**src/rtl/ibex_rf_wb_pkg.sv**
```systemverilog
// Shared types for the register-file write-back buffer.
package ibex_rf_wb_pkg;

    localparam int unsigned RegAddrW  = 5;
    localparam int unsigned DataWidth = 32;

    typedef struct packed {
        logic [RegAddrW-1:0]  waddr;
        logic [DataWidth-1:0] wdata;
    } wb_entry_t;

endpackage

```
**src/rtl/ibex_rf_wb_fwd_match.sv**
```systemverilog
// Age-ordered match of a read address against the buffered writes; youngest match wins.
module ibex_rf_wb_fwd_match
    import ibex_rf_wb_pkg::*;
#(
    parameter int unsigned Depth = 4
) (
    input  wb_entry_t                  entries_i [Depth],
    input  logic [Depth-1:0]           valids_i,
    input  logic [$clog2(Depth)-1:0]   rd_ptr_i,
    input  logic [RegAddrW-1:0]        raddr_i,
    output logic                       hit_o,
    output logic [DataWidth-1:0]       data_o
);

    localparam int unsigned PtrW = $clog2(Depth);

    logic [PtrW-1:0] idx;

    // Walk oldest to youngest so a later (younger) match overrides an earlier one.
    always_comb begin
        hit_o  = 1'b0;
        data_o = '0;
        idx    = '0;
        for (int unsigned i = 0; i < Depth; i++) begin
            idx = rd_ptr_i + PtrW'(i);
            if (valids_i[idx] && (entries_i[idx].waddr == raddr_i) && (raddr_i != '0)) begin
                hit_o  = 1'b1;
                data_o = entries_i[idx].wdata;
            end
        end
    end

endmodule

```
**src/rtl/ibex_rf_wb_buffer.sv**
```systemverilog
// In-order write-back buffer in front of the cached register file write port,
// with forwarding of pending writes to the two read ports.
module ibex_rf_wb_buffer
    import ibex_rf_wb_pkg::*;
#(
    parameter int unsigned Depth = 4
) (
    input  logic                  clk_i,
    input  logic                  rst_i,
    input  logic                  wb_we_i,
    input  logic [RegAddrW-1:0]   wb_waddr_i,
    input  logic [DataWidth-1:0]  wb_wdata_i,
    output logic                  wb_ready_o,
    output logic                  rf_we_o,
    output logic [RegAddrW-1:0]   rf_waddr_o,
    output logic [DataWidth-1:0]  rf_wdata_o,
    input  logic                  rf_stall_i,
    input  logic [RegAddrW-1:0]   raddr_a_i,
    output logic                  fwd_a_hit_o,
    output logic [DataWidth-1:0]  fwd_a_data_o,
    input  logic [RegAddrW-1:0]   raddr_b_i,
    output logic                  fwd_b_hit_o,
    output logic [DataWidth-1:0]  fwd_b_data_o,
    output logic                  empty_o
);

    localparam int unsigned PtrW = $clog2(Depth);
    localparam int unsigned CntW = PtrW + 1;

    wb_entry_t        entries_q [Depth];
    logic [Depth-1:0] valid_q;
    logic [PtrW-1:0]  rd_ptr_q;
    logic [PtrW-1:0]  wr_ptr_q;
    logic [CntW-1:0]  count_q;

    logic full;
    logic empty;
    logic push;
    logic pop;

    // Full comes from the count alone, so a same-cycle pop never frees a slot for WB.
    assign full  = (count_q == CntW'(Depth));
    assign empty = (count_q == '0);
    assign push  = wb_we_i && !full && (wb_waddr_i != '0);
    assign pop   = !empty && !rf_stall_i;

    assign wb_ready_o = !full;
    assign empty_o    = empty;
    assign rf_we_o    = !empty;
    assign rf_waddr_o = empty ? '0 : entries_q[rd_ptr_q].waddr;
    assign rf_wdata_o = empty ? '0 : entries_q[rd_ptr_q].wdata;

    always_ff @(posedge clk_i) begin
        if (push) begin
            entries_q[wr_ptr_q] <= '{waddr: wb_waddr_i, wdata: wb_wdata_i};
        end
    end

    // Pointers, count and valids; pending writes are dropped on reset.
    always_ff @(posedge clk_i) begin
        if (rst_i) begin
            rd_ptr_q <= '0;
            wr_ptr_q <= '0;
            count_q  <= '0;
            valid_q  <= '0;
        end else begin
            if (pop) begin
                rd_ptr_q          <= rd_ptr_q + PtrW'(1);
                valid_q[rd_ptr_q] <= 1'b0;
            end
            if (push) begin
                wr_ptr_q          <= wr_ptr_q + PtrW'(1);
                valid_q[wr_ptr_q] <= 1'b1;
            end
            case ({push, pop})
                2'b10:   count_q <= count_q + CntW'(1);
                2'b01:   count_q <= count_q - CntW'(1);
                default: count_q <= count_q;
            endcase
        end
    end

    ibex_rf_wb_fwd_match #(.Depth(Depth)) u_fwd_a (
        .entries_i (entries_q),
        .valids_i  (valid_q),
        .rd_ptr_i  (rd_ptr_q),
        .raddr_i   (raddr_a_i),
        .hit_o     (fwd_a_hit_o),
        .data_o    (fwd_a_data_o)
    );

    ibex_rf_wb_fwd_match #(.Depth(Depth)) u_fwd_b (
        .entries_i (entries_q),
        .valids_i  (valid_q),
        .rd_ptr_i  (rd_ptr_q),
        .raddr_i   (raddr_b_i),
        .hit_o     (fwd_b_hit_o),
        .data_o    (fwd_b_data_o)
    );

    // Accepted writes only when ready; head held steady while the register file stalls.
    a_push_ready: assert property (@(posedge clk_i) disable iff (rst_i) push |-> wb_ready_o);
    a_head_stable: assert property (@(posedge clk_i) disable iff (rst_i)
        (rf_we_o && rf_stall_i) |=> (rf_we_o && $stable(rf_waddr_o) && $stable(rf_wdata_o)));

endmodule

```
**config.mk**
```make
export PLATFORM = sky130hd
export DESIGN_NAME = ibex_rf_wb_buffer
export DESIGN_NICKNAME = d
export VERILOG_FILES = /design/src/rtl/ibex_rf_wb_pkg.sv /design/src/rtl/ibex_rf_wb_fwd_match.sv /design/src/rtl/ibex_rf_wb_buffer.sv
export SDC_FILE = /design/constraint.sdc
export NUM_CORES = 1
export LEC_CHECK = 0
export BUFFER_PORTS_ARGS = -buffer_cell sky130_fd_sc_hd__buf_2
export CAP_MARGIN = 20
export CORE_UTILIZATION = 59
export CTS_BUF_LIST = sky130_fd_sc_hd__clkbuf_4 sky130_fd_sc_hd__clkbuf_8 sky130_fd_sc_hd__clkbuf_16
export DETAILED_ROUTE_END_ITERATION = 12
export PLACE_DENSITY = 0.83
export SETUP_SLACK_MARGIN = 0.1
export SYNTH_ARGS = -nofsm -noshare
export SYNTH_HDL_FRONTEND = slang
export SYNTH_SLANG_ARGS = --single-unit
```
**constraint.sdc**
```tcl
create_clock -name clk_i -period 6.1 [get_ports clk_i]
set_clock_uncertainty 0.2 [all_clocks]
set_input_delay 0.305 -clock clk_i [delete_from_list [all_inputs] [get_ports clk_i]]
set_output_delay 0.305 -clock clk_i [all_outputs]
set_load 0.01 [all_outputs]
```
Word level (Yosys, flattened, before mapping)
Index checks and enable logic that the tools add are counted.
Widths: inputs -> output; s select.
Storage, ports and cells
  logic and storage cells: 129
  input bits: 51
  memories: 0
  bits in latches: 0
  register bits after elaboration: 159
  bits in read-only memories: 0
  RAM bits: 0
Cells by class
  add/subtract/negate cells: 6
  mux-type cells: 49
  equal/unequal tests: 11
  order comparisons: 13
  divide/modulo/power cells: 0
  reduce and logical (&&, ||, !) cells: 30
  bitwise gates (word level): 8
  shifts and indexed selects: 0
  multiply operators: 0
Operator list (number)
  $mux 37: 9
  $bmux 37 s2: 4
  $mux 32: 9
  $bwmux 148: 1
  $demux 37 s2: 1
  $eq 5x5->1: 8
  $logic_and 1x1->1: 22
  $ge 3x3->1 const B: 5
  $lt 2x3->1 const B: 5
  $not 2->3: 5
  $reduce_bool 5->1: 3
  $mux 1: 14
  $mux 4: 3
  $bmux 1 s2: 4
  $pmux 3 s2: 1
  $mux 5: 1
  $add 2x1->2 const B: 2
  $add 2x2->2 const B: 2
  $and 4x4->4: 1
  $demux 1 s2: 2
  $ge 2x1->1 const B: 2
  $not 4->4: 1
  $or 4x4->4: 1
  $add 3x1->3 const B: 1
  other kinds (8): 10

Logic depth before layout (Yosys ltp)
  depth in word-level cells: 11
  depth in mapped cells: 19

Cells and area by module
From an unflattened synthesis, not the netlist that was laid out.
Unflattened totals
  cells, all modules: 1620
  area, all modules: 17022.6 sq um
Modules (own cells, without submodules)
  ibex_rf_wb_fwd_match: area each 5387.7 sq um, sequential area each 0.0 sq um, times used 2, cells each 654
  ibex_rf_wb_buffer: area each 6247.2 sq um, sequential area each 4664.5 sq um, times used 1, cells each 312

Least setup slack after synthesis
OpenSTA, ideal clock, no wires.
  path type: register -> output
  start point: reg rd_ptr_q[0]
  end point: out fwd_a_data_o[16]
  arrival time: 4.251 ns
  required time: 5.595 ns
  path slack: 1.344 ns
  stages on the path, launching flop included: 17
  buffers on the path: 10
  path through: dfxtp_1 -> buf_6 -> buf_4 -> buf_4 -> buf_2 -> buf_2 -> buf_2 -> inv_1 -> ha_1 -> buf_2 -> buf_1 -> clkbuf_1 -> clkbuf_1 -> mux4_2 -> o31a_1 -> a22oi_1 -> o21ai_0
RTL lines
  start, declared: line ibex_rf_wb_buffer.sv:32  | logic [PtrW-1:0] rd_ptr_q;
  start signal, assigned: line ibex_rf_wb_buffer.sv:68  | rd_ptr_q <= rd_ptr_q + PtrW'(1);
  $add 2x2->2 *: line ibex_rf_wb_fwd_match.sv:25  | idx = rd_ptr_i + PtrW'(i);
  via u_fwd_a.idx[0]: line ibex_rf_wb_fwd_match.sv:17  | logic [PtrW-1:0] idx;
  $not 2->3 (implied by the code): line ibex_rf_wb_fwd_match.sv:26, ibex_rf_wb_fwd_match.sv:28
  $bmux 37 s2: line ibex_rf_wb_fwd_match.sv:26, ibex_rf_wb_fwd_match.sv:28
  $mux 37 (implied by the code) (2 in series): line ibex_rf_wb_fwd_match.sv:28  | data_o = entries_i[idx].wdata;
  $eq 5x5->1: line ibex_rf_wb_fwd_match.sv:26  | if (valids_i[idx] && (entries_i[idx].waddr == raddr_i) && (raddr_i != '0)) begin
  $logic_and 1x1->1 (2 in series): line ibex_rf_wb_fwd_match.sv:26
  $mux 32 *: line ibex_rf_wb_fwd_match.sv:26
  end, declared: line ibex_rf_wb_buffer.sv:20  | output logic [DataWidth-1:0] fwd_a_data_o,
The timed path passes the listed nets; every way through them passes the cells marked *. The select of a mux whose other input is x is not followed.

Worst setup path in the final report
  start point: reg rd_ptr_q[0]
  end point: out fwd_a_data_o[20]
On the way
  word-level cells in the longest chain between the ends: 11
RTL lines (line)
  $add 2x1->2 or $not 2->3 (tied branches): ibex_rf_wb_fwd_match.sv:25, ibex_rf_wb_fwd_match.sv:26, ibex_rf_wb_fwd_match.sv:28
  $not 2->3 (implied by the code) or $bmux 37 s2 (tied branches): ibex_rf_wb_fwd_match.sv:26, ibex_rf_wb_fwd_match.sv:28
  $bmux 37 s2 or $mux 37 (tied branches): ibex_rf_wb_fwd_match.sv:26, ibex_rf_wb_fwd_match.sv:28
  $mux 37 (implied by the code): ibex_rf_wb_fwd_match.sv:26
  $mux 37 (implied by the code) or $eq 5x5->1 (tied branches): ibex_rf_wb_fwd_match.sv:26
  $eq 5x5->1 or $logic_and 1x1->1 (tied branches): ibex_rf_wb_fwd_match.sv:26
  $logic_and 1x1->1: ibex_rf_wb_fwd_match.sv:26
  $logic_and 1x1->1 or $mux 32 (tied branches): ibex_rf_wb_fwd_match.sv:26
  $mux 32 (2 in series): ibex_rf_wb_fwd_match.sv:26
  $mux 32 *: ibex_rf_wb_fwd_match.sv:26
Mark *: on every way between the ends. The rest lies on a longest branch, timed or not. The select of a mux whose other input is x is not followed.

==> summary.txt <==
Status
  • Status: finished, final reports clean

Global route
  • Gr busiest metal: met2
  • GRT met3 Usage: 7.26%
  • M2 GR Usage: 52.5%
  • Total GRT Usage: 33.2%
  • Largest net degree at the start of global routing: 160
  • Overflow after GRT: 0
  • GR Util met1: 43.0%
  • Initial antenna violation count: 0
  • Vias in the first global route: 9,712
  • First-pass GRT wire length: 51,700 um

Floorplan
  • Initial Util: 60.7%
  • Die X: 144 um
  • # rows: 51
  • Core area: 19,600 um^2
  • DIE AREA: 20,700 um^2
  • Io pins: 157
  • Die Y: 144 um

Hold path
  • Hold EP: rd_ptr_q[1]
  • Hold crit path type: primary input to flip-flop
  • Hold Path Cell Cnt: 3
  • Hold Crit Start: rf_stall_i

STA
  • Final hold vios: 0
  • Slew headroom: 21.4%
  • Max-slew violations: 0
  • Min cycle time layout: 5.05 ns
  • Period utilisation layout: 82.8%
  • Setup ws final: 1.05 ns
  • Unrepaired setup endpoints after global routing: false
  • Final setup TNS: 0 ns
  • Slew @ Worst Pin: 1.18 ns
  • Final setup vio count: 0
  • Maximum clock rate: 198 MHz

Placement
  • Place WS: 1.57 ns
  • GP Congestion: 0.961
  • # port buffers: 156
  • DP HPWL: 21,300 um

Clocking
  • Cts bufs inserted: 17
  • CTS tree: done
  • CTS Buffer Depth: 2
  • Clock transition at path regs: 0.06 ns
  • Skew-Pair Late Insertion Delay: 0.43 ns
  • Root Driver: clkbuf_16
  • Post-cts resize count: 0
  • Clock Sinks: 159
  • # H-tree levels: 4

Worst setup path
  • Crit path kind: flip-flop to output pin
  • Critical Path RT: 5.59 ns
  • Worst path slowest cell: buf_12
  • Crit-path most repeated cell: buf_4
  • Startpoint types: flip-flop
  • Worst r2r src: count_q[0]
  • Worst path cell trace: buf_12 > mux2i_1 > mux2_2 > xnor2_2 > buf_4 > or3_1 > buf_4 > or2_1 > buf_4 > o211ai_1 > o21ai_0 > buf_2
  • Worst Reg-to-Reg Cells: 9
  • CP max FO: 159
  • CP endpoint kind: output pin
  • R2R setup slack: 3.29 ns
  • R2r endpoint: count_q[2]
  • Crit path DAT: 4.55 ns
  • Critical Path Max Stage Delay: 0.72 ns

Power
  • Pwr dens: 403 nW/um^2
  • VDD IR-drop max: 295 uV
  • Static leakage: 0.00462 uW

Final layout
  • Commonest non-fill, non-tap cell in the layout: buf_2
  • Commonest non-fill, non-tap cells in the layout: buf_2, edfxtp_1, mux4_2
  • Register area: 4670 um^2
  • P&R area growth vs syn: 16.4%
  • Multi-input gate area: 6800 um^2
  • Filler cells: 1,361
  • Final nets: 1,229
  • Share of layout cells above drive strength 1: 32.3%

Yosys
  • Synthesized area: 11,900 um^2
  • Synth warn: 0
  • Register area share after synthesis: 39.2%
  • FF+latch count, synth: 159
  • Syn Inst Count: 1,032
  • Syn nets: 1,093
  • Syn avg cell area: 11.5 um^2
  • Post-synthesis cell type count: 46

Drt
  • Vias: 10,100
  • 1st-pass router iterations: 6
  • Drt initial violations: 1,296
  • Vias per Instance: 6.95
  • Drt total wl: 33,900 um
  • Avg WL per Cell: 23.4 um
  • ANT nets after route: 0
  • Post-route DRC: 0

Run
  • Max cap viols: 0
## critical path: cells and delay by family, from the launching register on
| kind | cells | cell delay [ns] |
|---|---|---|
| buffers and inverters | 5 | 1.86 |
| AND/OR/NAND/NOR | 2 | 0.71 |
| multiplexers | 2 | 0.62 |
| AO/OA/AOI/OAI | 2 | 0.39 |
| flip-flops | 1 | 0.36 |
| XOR/XNOR | 1 | 0.14 |
## repair_timing
item,in CTS,in global routing
hold buffers,38,0
endpoints found under the hold margin,157,0
setup buffers,0,0
## cells by family (layout without fill, tap and decap cells)
kind of cell / count (synthesis) / after routing / share of synthesized area, %
fa+ha+maj: 10 / 10 / 1.12
other cells: 0 / 1 / 0
xor+xnor: 48 / 48 / 3.60
simple gates: 260 / 260 / 10.5
compound gates: 225 / 225 / 12.5
flops: 159 / 159 / 39.2
buf+inv: 112 / 261 / 4.15
mux: 218 / 218 / 28.8
## layer usage
layer | part of all wire [%] | vias up
li1 | - | 4344
met1 | 38 | 4857
met2 | 47 | 708
met3 | 11 | 142
met4 | 4.3 | 0
met5 | 0 | -
## power breakdown
part	internal, uW	switching (uW)	leakage [uW]	total, uW
Combinational	1330	1720	0.00287	3040
Clock	674	440	0.000304	1110
Sequential	1330	84.2	0.00145	1410
## Yosys cell counts (all sizes together)
cell type | count | share of area [%]
mux2 | 56 | 5.3
o22ai | 7 | 0.37
clkinv | 1 | 0.032
xor2 | 10 | 0.74
o22a | 10 | 0.74
inv | 9 | 0.28
nand2 | 81 | 2.6
buf | 42 | 1.9
nor2b | 25 | 1.3
ha | 9 | 0.95
dfxtp | 11 | 1.9
o21ai | 72 | 3.1
nand3 | 23 | 0.97
o21a | 11 | 0.76
clkbuf | 60 | 1.9
nand4 | 13 | 0.68
nor2 | 55 | 1.7
mux2i | 68 | 5.7
mux4 | 94 | 18
nor3 | 17 | 0.72
nor4 | 13 | 0.68
nand3b | 1 | 0.063
or2 | 1 | 0.053
fa | 1 | 0.17
o31a | 22 | 1.6
and2 | 13 | 0.68
a31oi | 20 | 1.1
a22oi | 20 | 1.3
o221ai | 9 | 0.66
o211ai | 20 | 1.3
o41ai | 9 | 0.66
xnor2 | 38 | 2.9
or4 | 5 | 0.35
or3 | 13 | 0.68
a21oi | 24 | 1.0
edfxtp | 148 | 37
o211a | 1 | 0.084
## stage by stage
step                utilization [%]  instance area, um^2  hold slack (ns)  instances  power, uW
finish                         70.6                13800           0.0205       1447       5570
global route                   70.6                13800           0.0707       1446       5860
CTS                            70.5                13800           0.0117       1445       5520
detailed placement             65.4                12800            0.305       1375       4390
global placement               65.4                12800            0.303       1375       4310
floorplan                         -                11900            0.174       1032       3670
## worst max path at each step
| stage | start | end | slack [ns] | depth (start not counted) |
|---|---|---|---|---|
| after floorplan | rd_ptr_q[0] | fwd_a_data_o[16] | 1.34 | 16 |
| after global placement | rd_ptr_q[0] | fwd_a_data_o[15] | 1.70 | 12 |
| after detailed placement | rd_ptr_q[0] | fwd_a_data_o[20] | 1.57 | 12 |
| after CTS | rd_ptr_q[0] | fwd_a_data_o[20] | 1.07 | 12 |
| after global routing | rd_ptr_q[0] | fwd_a_data_o[25] | 0.77 | 12 |
| final | rd_ptr_q[0] | fwd_a_data_o[20] | 1.05 | 12 |
## cell type report
class | count | share of cell area, %
tap | 265 | 2.40
clock buffer | 20 | 3.33
antenna | 1 | 0.0181
timing repair buffer | 219 | 9.93
multi-input combinational | 761 | 49.1
inverter | 10 | 0.271
clock inverter | 12 | 1.16
sequential | 159 | 33.8
## registers in the layout (all words and copies together), names as in the netlist
name / count
valid_q: 4
entries_q: 148
rd_ptr_q: 2
wr_ptr_q: 2
count_q: 3
Note: power is estimated with default switching activity, not from simulation.
